## config.mk

```make
export PLATFORM = sky130hd
export DESIGN_NAME = fifo_rd_unpacker
export DESIGN_NICKNAME = d
export VERILOG_FILES = /design/src/rtl/fifo_rd_unpacker_pkg.sv /design/src/rtl/fifo_rd_unpacker_prefetch.sv /design/src/rtl/fifo_rd_unpacker.sv
export SDC_FILE = /design/constraint.sdc
export NUM_CORES = 1
export LEC_CHECK = 0
export ABC_AREA = 1
export CAP_MARGIN = 10
export CORE_AREA = 2 2 86 88
export DETAILED_ROUTE_END_ITERATION = 10
export DIE_AREA = 0 0 88 90
export PLACE_DENSITY = 0.78
export SYNTH_ARGS = -nofsm -noshare
export SYNTH_HDL_FRONTEND = slang
export SYNTH_SLANG_ARGS = --single-unit
```

## constraint.sdc

```tcl
create_clock -name clk -period 2.6 [get_ports clk]
set_input_delay 0.26 -clock clk [delete_from_list [all_inputs] [get_ports clk]]
set_output_delay 0.26 -clock clk [all_outputs]
set_load 0.01 [all_outputs]
```

## src/rtl/fifo_rd_unpacker_pkg.sv

```systemverilog
// Shared constants and helpers for the FIFO read-side unpacker.
// Signal levels, statistics counter width, sub-index sizing and a saturating increment.
package fifo_rd_unpacker_pkg;

    localparam logic SIG_HIGH = 1'b1;
    localparam logic SIG_LOW  = 1'b0;

    localparam int STAT_W = 32;

    // Width of the sub-word index; a single-slice word still needs one bit.
    function automatic int idx_width(input int ratio);
        return (ratio > 1) ? $clog2(ratio) : 1;
    endfunction

    // Counter step that sticks at all-ones instead of wrapping.
    function automatic logic [STAT_W-1:0] sat_inc(input logic [STAT_W-1:0] v);
        return (&v) ? v : v + STAT_W'(1);
    endfunction

endpackage

```

## src/rtl/fifo_rd_unpacker_prefetch.sv

```systemverilog
// Prefetch stage for the FIFO read port: read credit, rdena and a 2-entry word buffer.
// The head entry is the word being unpacked; the tail entry holds the prefetched word.
module fifo_rd_unpacker_prefetch
    import fifo_rd_unpacker_pkg::*;
#(
    parameter int p_WIDTH = 32
) (
    input  logic               clk,
    input  logic               rst,
    input  logic               fifo_empty,
    input  logic [p_WIDTH-1:0] fifo_rddata,
    input  logic               pop,
    output logic               fifo_rdena,
    output logic               headValid,
    output logic [p_WIDTH-1:0] headData,
    output logic               tailValid,
    output logic               inFlight
);

    logic               headValid_q, headValid_d;
    logic               tailValid_q, tailValid_d;
    logic               inFlight_q,  inFlight_d;
    logic [p_WIDTH-1:0] head_q, head_d;
    logic [p_WIDTH-1:0] tail_q, tail_d;
    logic [1:0]         occupancy;

    // Issue a read only if the word can be guaranteed a slot; a head retiring this cycle frees its slot now,
    // which is what lets a one-slice word stream at one word per clock.
    always_comb begin
        occupancy  = {1'b0, headValid_q} + {1'b0, tailValid_q} + {1'b0, inFlight_q} - {1'b0, pop};
        fifo_rdena = SIG_LOW;
        if (!rst && !fifo_empty && (occupancy < 2'd2)) begin
            fifo_rdena = SIG_HIGH;
        end
    end

    // Buffer update: the arriving word lands in the first free slot, and on a head retire the tail
    // (or the arriving word directly) slides into the head so no bubble appears.
    always_comb begin
        headValid_d = headValid_q;
        tailValid_d = tailValid_q;
        head_d      = head_q;
        tail_d      = tail_q;
        inFlight_d  = fifo_rdena;
        if (pop) begin
            if (tailValid_q) begin
                head_d = tail_q;
                if (inFlight_q) begin
                    tail_d = fifo_rddata;
                end else begin
                    tailValid_d = SIG_LOW;
                end
            end else if (inFlight_q) begin
                head_d = fifo_rddata;
            end else begin
                headValid_d = SIG_LOW;
            end
        end else if (inFlight_q) begin
            if (!headValid_q) begin
                headValid_d = SIG_HIGH;
                head_d      = fifo_rddata;
            end else begin
                tailValid_d = SIG_HIGH;
                tail_d      = fifo_rddata;
            end
        end
    end

    // State register; reset drops buffered words and forgets any outstanding read.
    always_ff @(posedge clk) begin
        if (rst) begin
            headValid_q <= SIG_LOW;
            tailValid_q <= SIG_LOW;
            inFlight_q  <= SIG_LOW;
            head_q      <= '0;
            tail_q      <= '0;
        end else begin
            headValid_q <= headValid_d;
            tailValid_q <= tailValid_d;
            inFlight_q  <= inFlight_d;
            head_q      <= head_d;
            tail_q      <= tail_d;
        end
    end

    assign headValid = headValid_q;
    assign headData  = head_q;
    assign tailValid = tailValid_q;
    assign inFlight  = inFlight_q;

endmodule

```

## src/rtl/fifo_rd_unpacker.sv

```systemverilog
// Drains p_WIDTH-bit FIFO words and emits them as p_OUT_WIDTH-bit sub-words on a valid/ready stream.
// Optional build macro FIFO_RD_UNPACKER_STATS_EN adds saturating stat_words / stat_stall counters.
module fifo_rd_unpacker
    import fifo_rd_unpacker_pkg::*;
#(
    parameter int p_WIDTH     = 32,
    parameter int p_OUT_WIDTH = 8,
    parameter int p_LSB_FIRST = 1
) (
    input  logic                   clk,
    input  logic                   rst,
    input  logic                   fifo_empty,
    output logic                   fifo_rdena,
    input  logic [p_WIDTH-1:0]     fifo_rddata,
    output logic [p_OUT_WIDTH-1:0] out_data,
    output logic                   out_valid,
    input  logic                   out_ready,
    output logic                   out_last,
    output logic                   busy
`ifdef FIFO_RD_UNPACKER_STATS_EN
    ,
    output logic [STAT_W-1:0]      stat_words,
    output logic [STAT_W-1:0]      stat_stall
`endif
);

    localparam int lp_RATIO = p_WIDTH / p_OUT_WIDTH;
    localparam int IDX_W    = idx_width(lp_RATIO);

    logic               headValid;
    logic               tailValid;
    logic               inFlight;
    logic [p_WIDTH-1:0] headData;
    logic [IDX_W-1:0]   idx_q, idx_d;
    logic               isLast;
    logic               xfer;
    logic               pop;
    int                 sel;

    fifo_rd_unpacker_prefetch #(
        .p_WIDTH (p_WIDTH)
    ) u_prefetch (
        .clk         (clk),
        .rst         (rst),
        .fifo_empty  (fifo_empty),
        .fifo_rddata (fifo_rddata),
        .pop         (pop),
        .fifo_rdena  (fifo_rdena),
        .headValid   (headValid),
        .headData    (headData),
        .tailValid   (tailValid),
        .inFlight    (inFlight)
    );

    // Handshake and slice selection; everything follows the head word and the index, so a stalled
    // output keeps data and last stable until it is accepted.
    always_comb begin
        isLast    = (idx_q == IDX_W'(lp_RATIO - 1));
        out_valid = headValid;
        out_last  = headValid & isLast;
        xfer      = headValid & out_ready;
        pop       = xfer & isLast;
        busy      = headValid | tailValid | inFlight;
        sel       = (p_LSB_FIRST != 0) ? int'(idx_q) : (lp_RATIO - 1 - int'(idx_q));
        out_data  = headData[sel*p_OUT_WIDTH +: p_OUT_WIDTH];
    end

    // Sub-word index advances on each accepted slice and wraps when the word retires.
    always_comb begin
        idx_d = idx_q;
        if (xfer) begin
            idx_d = isLast ? '0 : idx_q + IDX_W'(1);
        end
    end

    // Index register.
    always_ff @(posedge clk) begin
        if (rst) begin
            idx_q <= '0;
        end else begin
            idx_q <= idx_d;
        end
    end

`ifdef FIFO_RD_UNPACKER_STATS_EN
    logic [STAT_W-1:0] statWords_q;
    logic [STAT_W-1:0] statStall_q;

    // Count retired words and stalled output cycles, both pinned at all-ones.
    always_ff @(posedge clk) begin
        if (rst) begin
            statWords_q <= '0;
            statStall_q <= '0;
        end else begin
            if (pop) begin
                statWords_q <= sat_inc(statWords_q);
            end
            if (headValid && !out_ready) begin
                statStall_q <= sat_inc(statStall_q);
            end
        end
    end

    assign stat_words = statWords_q;
    assign stat_stall = statStall_q;
`endif

endmodule

```

==> results.yml <==
cells_and_area:
  layout-drive-gt1-share_pct: 6.047
  final_core_util_pct: 63.70
  final_cell_area_um2: 4472
  final_nets: 680
  syn_to_final_growth_pct: 19.33
  n_antenna_cell: 0
global_route:
  gr-total-overflow: 0
  grt_usage_pct: 22.18
  grt_first_pass_wirelength_um: 14080
  antenna_found_initial: 0
  grt_max_degree: 67
  grt_pass1_vias: 3157
timing:
  fin_worst_skew_ns: 0.009089
  tightest_slew_ns: 0.6921
  slew_headroom_pct: 53.86
  fin_crit_ns: 2.416
  setup_slack_ns: 0.1839
  finalSetupViolations: 0
  period_share_pct: 92.93
  fmax_ghz: 0.4139
  rsz0062_at_grt: "false"
  finalHoldViolCount: 0
  slew_viol_final: 0
power:
  ir_drop_v: 0.0003651
  pwr_density_cell_nw_per_um2: 561.7
  p_leak_nw: 2.044
worst_setup_path:
  cp-start-kind: "flip-flop"
  r2r_cells: 9
  worstPathCellList: "ha_1, nand3_4, inv_2, ha_1, inv_1, ha_1, a21oi_2, o21ai_0, nor3_1, clkbuf_2"
  crit_arrival_ns: 2.16
  worstSetupEndpoint: "fifo_rdena"
  critPathCaptureType: "output port"
  cp.required_ns: 2.34
  max_stage_delay_ns: 0.32
  critical_path_class: "flip-flop to output port"
  rrSetupSlack_ns: 0.85
  rr_endpoint: "u_prefetch.inFlight$_SDFF_PP0_"
  r2r_start: "idx_q[0]$_SDFFE_PP0P_"
  startpoint: "idx_q[0]$_SDFFE_PP0P_"
  path_common_cell: "ha_1"
  crit_slowest_cell: "dfxtp_1"
  cp_max_fo: 2
yosys:
  synth_area_per_cell_um2: 6.215
  syn-num-nets: 643
  synth_cells: 603
  yosys_warnings: 0
  synthDistinctLibCells: 20
  syn_area_um2: 3747
  yosysSeqAreaShare_pct: 36.86
  synth_seq_cells: 69
placed_design:
  dpl.hpwl_um: 5272
  io_buffers: 47
  gp_congestion: 0.8408
  place_worst_setup_slack_ns: -0.1110
  placed_cell_area_um2: 4220
clock_network:
  htreeDepth: 3
  numClockSinks: 69
  clock_latency_ns: 0.34
  clock-root-buffer: "clkbuf_8"
  cts.clk_slew.worst_paths_ns: 0.07
  cts_hold_buf: 0
  clockBufferDepth: 2
  tritoncts: "built"
  cts_buffers: 9
job:
  drv_cap: 0
routing:
  wirelength_um: 8340
  initialDrtViolationCount: 222
  drc: 0
  wl_per_cell_um: 11.21
  ant_nets: 0
  dr_total_vias: 3519
  first_pass_iters: 5
  via_per_inst: 4.730
floorplanning:
  dieArea_um2: 7920
  initial_core_util_pct: 53.38
  dieWidth_um: 88
  ios: 48
  core-area_um2: 7020
  chipHeight_um: 90
  rows: 31
outcome:
  status: "finished, final reports clean"
worst_hold_path:
  hold_path.class: "flip-flop to flip-flop"
-- state kept, by name (all words and copies together), names as in the netlist --
name                  cells
u_prefetch.tail_q        32
u_prefetch.headData      32
u_prefetch.tailValid      1
idx_q                     2
u_prefetch.inFlight       1
u_prefetch.headValid      1
-- cell usage in the layout, fill, tap and decap left out, drive strengths merged, types with 2 or more instances in the layout --
cell and count:
bufinv 2, inv 72, clkdlybuf4s50 46, buf 11
o21ai 12, nand2 179, a21oi 31, clkbuf 14
clkinv 2, nor2 164, nor3 2, nand3b 32
ha 4, clkinvlp 2, dfxtp 69
-- worst min-delay path by stage --
stage | from | endpoint | slack (ns) | depth (start not counted)
after floorplan | rst | u_prefetch.headValid$_SDFFE_PP0P_ | 0.33 | 1
final | u_prefetch.tail_q[15]$_SDFFE_PP0P_ | u_prefetch.tail_q[15]$_SDFFE_PP0P_ | 0.48 | 2
after global routing | u_prefetch.tail_q[24]$_SDFFE_PP0P_ | u_prefetch.tail_q[24]$_SDFFE_PP0P_ | 0.51 | 2
after CTS | u_prefetch.tail_q[14]$_SDFFE_PP0P_ | u_prefetch.tail_q[14]$_SDFFE_PP0P_ | 0.49 | 2
after detailed placement | u_prefetch.tail_q[21]$_SDFFE_PP0P_ | u_prefetch.tail_q[21]$_SDFFE_PP0P_ | 0.47 | 2
after global placement | u_prefetch.tail_q[15]$_SDFFE_PP0P_ | u_prefetch.tail_q[15]$_SDFFE_PP0P_ | 0.46 | 2
-- per-stage QoR --
stage / power (mW) / hold slack, ns / std cells / setup TNS (ns)
floorplan: 1.361 / 0.3291 / 603 / 0
global placement: 1.485 / 0.4609 / 727 / -0.03006
detailed placement: 1.494 / 0.4715 / 727 / -0.1110
CTS: 2.527 / 0.4868 / 743 / 0
global route: 2.625 / 0.5068 / 744 / 0
finish: 2.512 / 0.4836 / 744 / 0
-- worst max-delay path, delay by kind of cell, from the launching register on --
kind,cells,cell delay [ns]
fa+ha+maj,3,0.77
flops,1,0.32
compound gates,2,0.25
simple gates,2,0.24
buf+inv,3,0.24
-- power breakdown --
group	switching [mW]	internal, mW
clock	0.396	0.644
sequential	0.0260	1.10
combinational	0.179	0.162
total	0.601	1.91
-- per-layer routing --
layer	share of wire, %	vias to the layer above	track usage [%]
li1	-	1873	-
met5	0	-	0
met1	47	1555	29.02
met3	4.1	15	4.224
met4	2.0	0	8.462
met2	47	76	35.80
-- area by class of cell --
class / instances / area, um2
inverters: 74 / 281.5
clock inverters: 3 / 65.06
multi-input cells: 427 / 1876
flip-flops and latches: 69 / 1381
clock buffers: 13 / 178.9
repair buffers: 58 / 560.5
repair inverters: 1 / 5.005
fillers: 660 / 2549
well taps: 99 / 123.9
-- cells in the mapped netlist --
master | instances | area share [%]
inv_1 | 72 | 7.2
buf_2 | 17 | 2.3
nand2_4 | 1 | 0.30
dfxtp_1 | 69 | 37
nor3_1 | 2 | 0.27
ha_1 | 4 | 1.3
nor2_1 | 164 | 16
nand3_4 | 1 | 0.47
buf_6 | 9 | 2.7
nand2_1 | 177 | 18
clkbuf_1 | 6 | 0.60
a21oi_1 | 29 | 3.9
inv_2 | 2 | 0.20
nand4_2 | 1 | 0.33
a21oi_4 | 2 | 0.87
and2_1 | 1 | 0.17
nand3b_1 | 32 | 6.4
o21ai_0 | 12 | 1.6
buf_4 | 1 | 0.20
nand2_2 | 1 | 0.17
-- cells by family after synthesis --
group	after synthesis	share of synthesized area [%]
simple gates	380	42.27
buf+inv	107	13.19
flops	69	36.86
compound gates	43	6.344
fa+ha+maj	4	1.336
-- timing repair --
action | CTS | global route
resized for setup | 1 | 4
buffers inserted | 0 | 0
gates cloned | 0 | 1
endpoints found under the setup margin | 1 | 4
endpoints found under the hold margin | 0 | 0
Power figures use the tool's default switching activity.
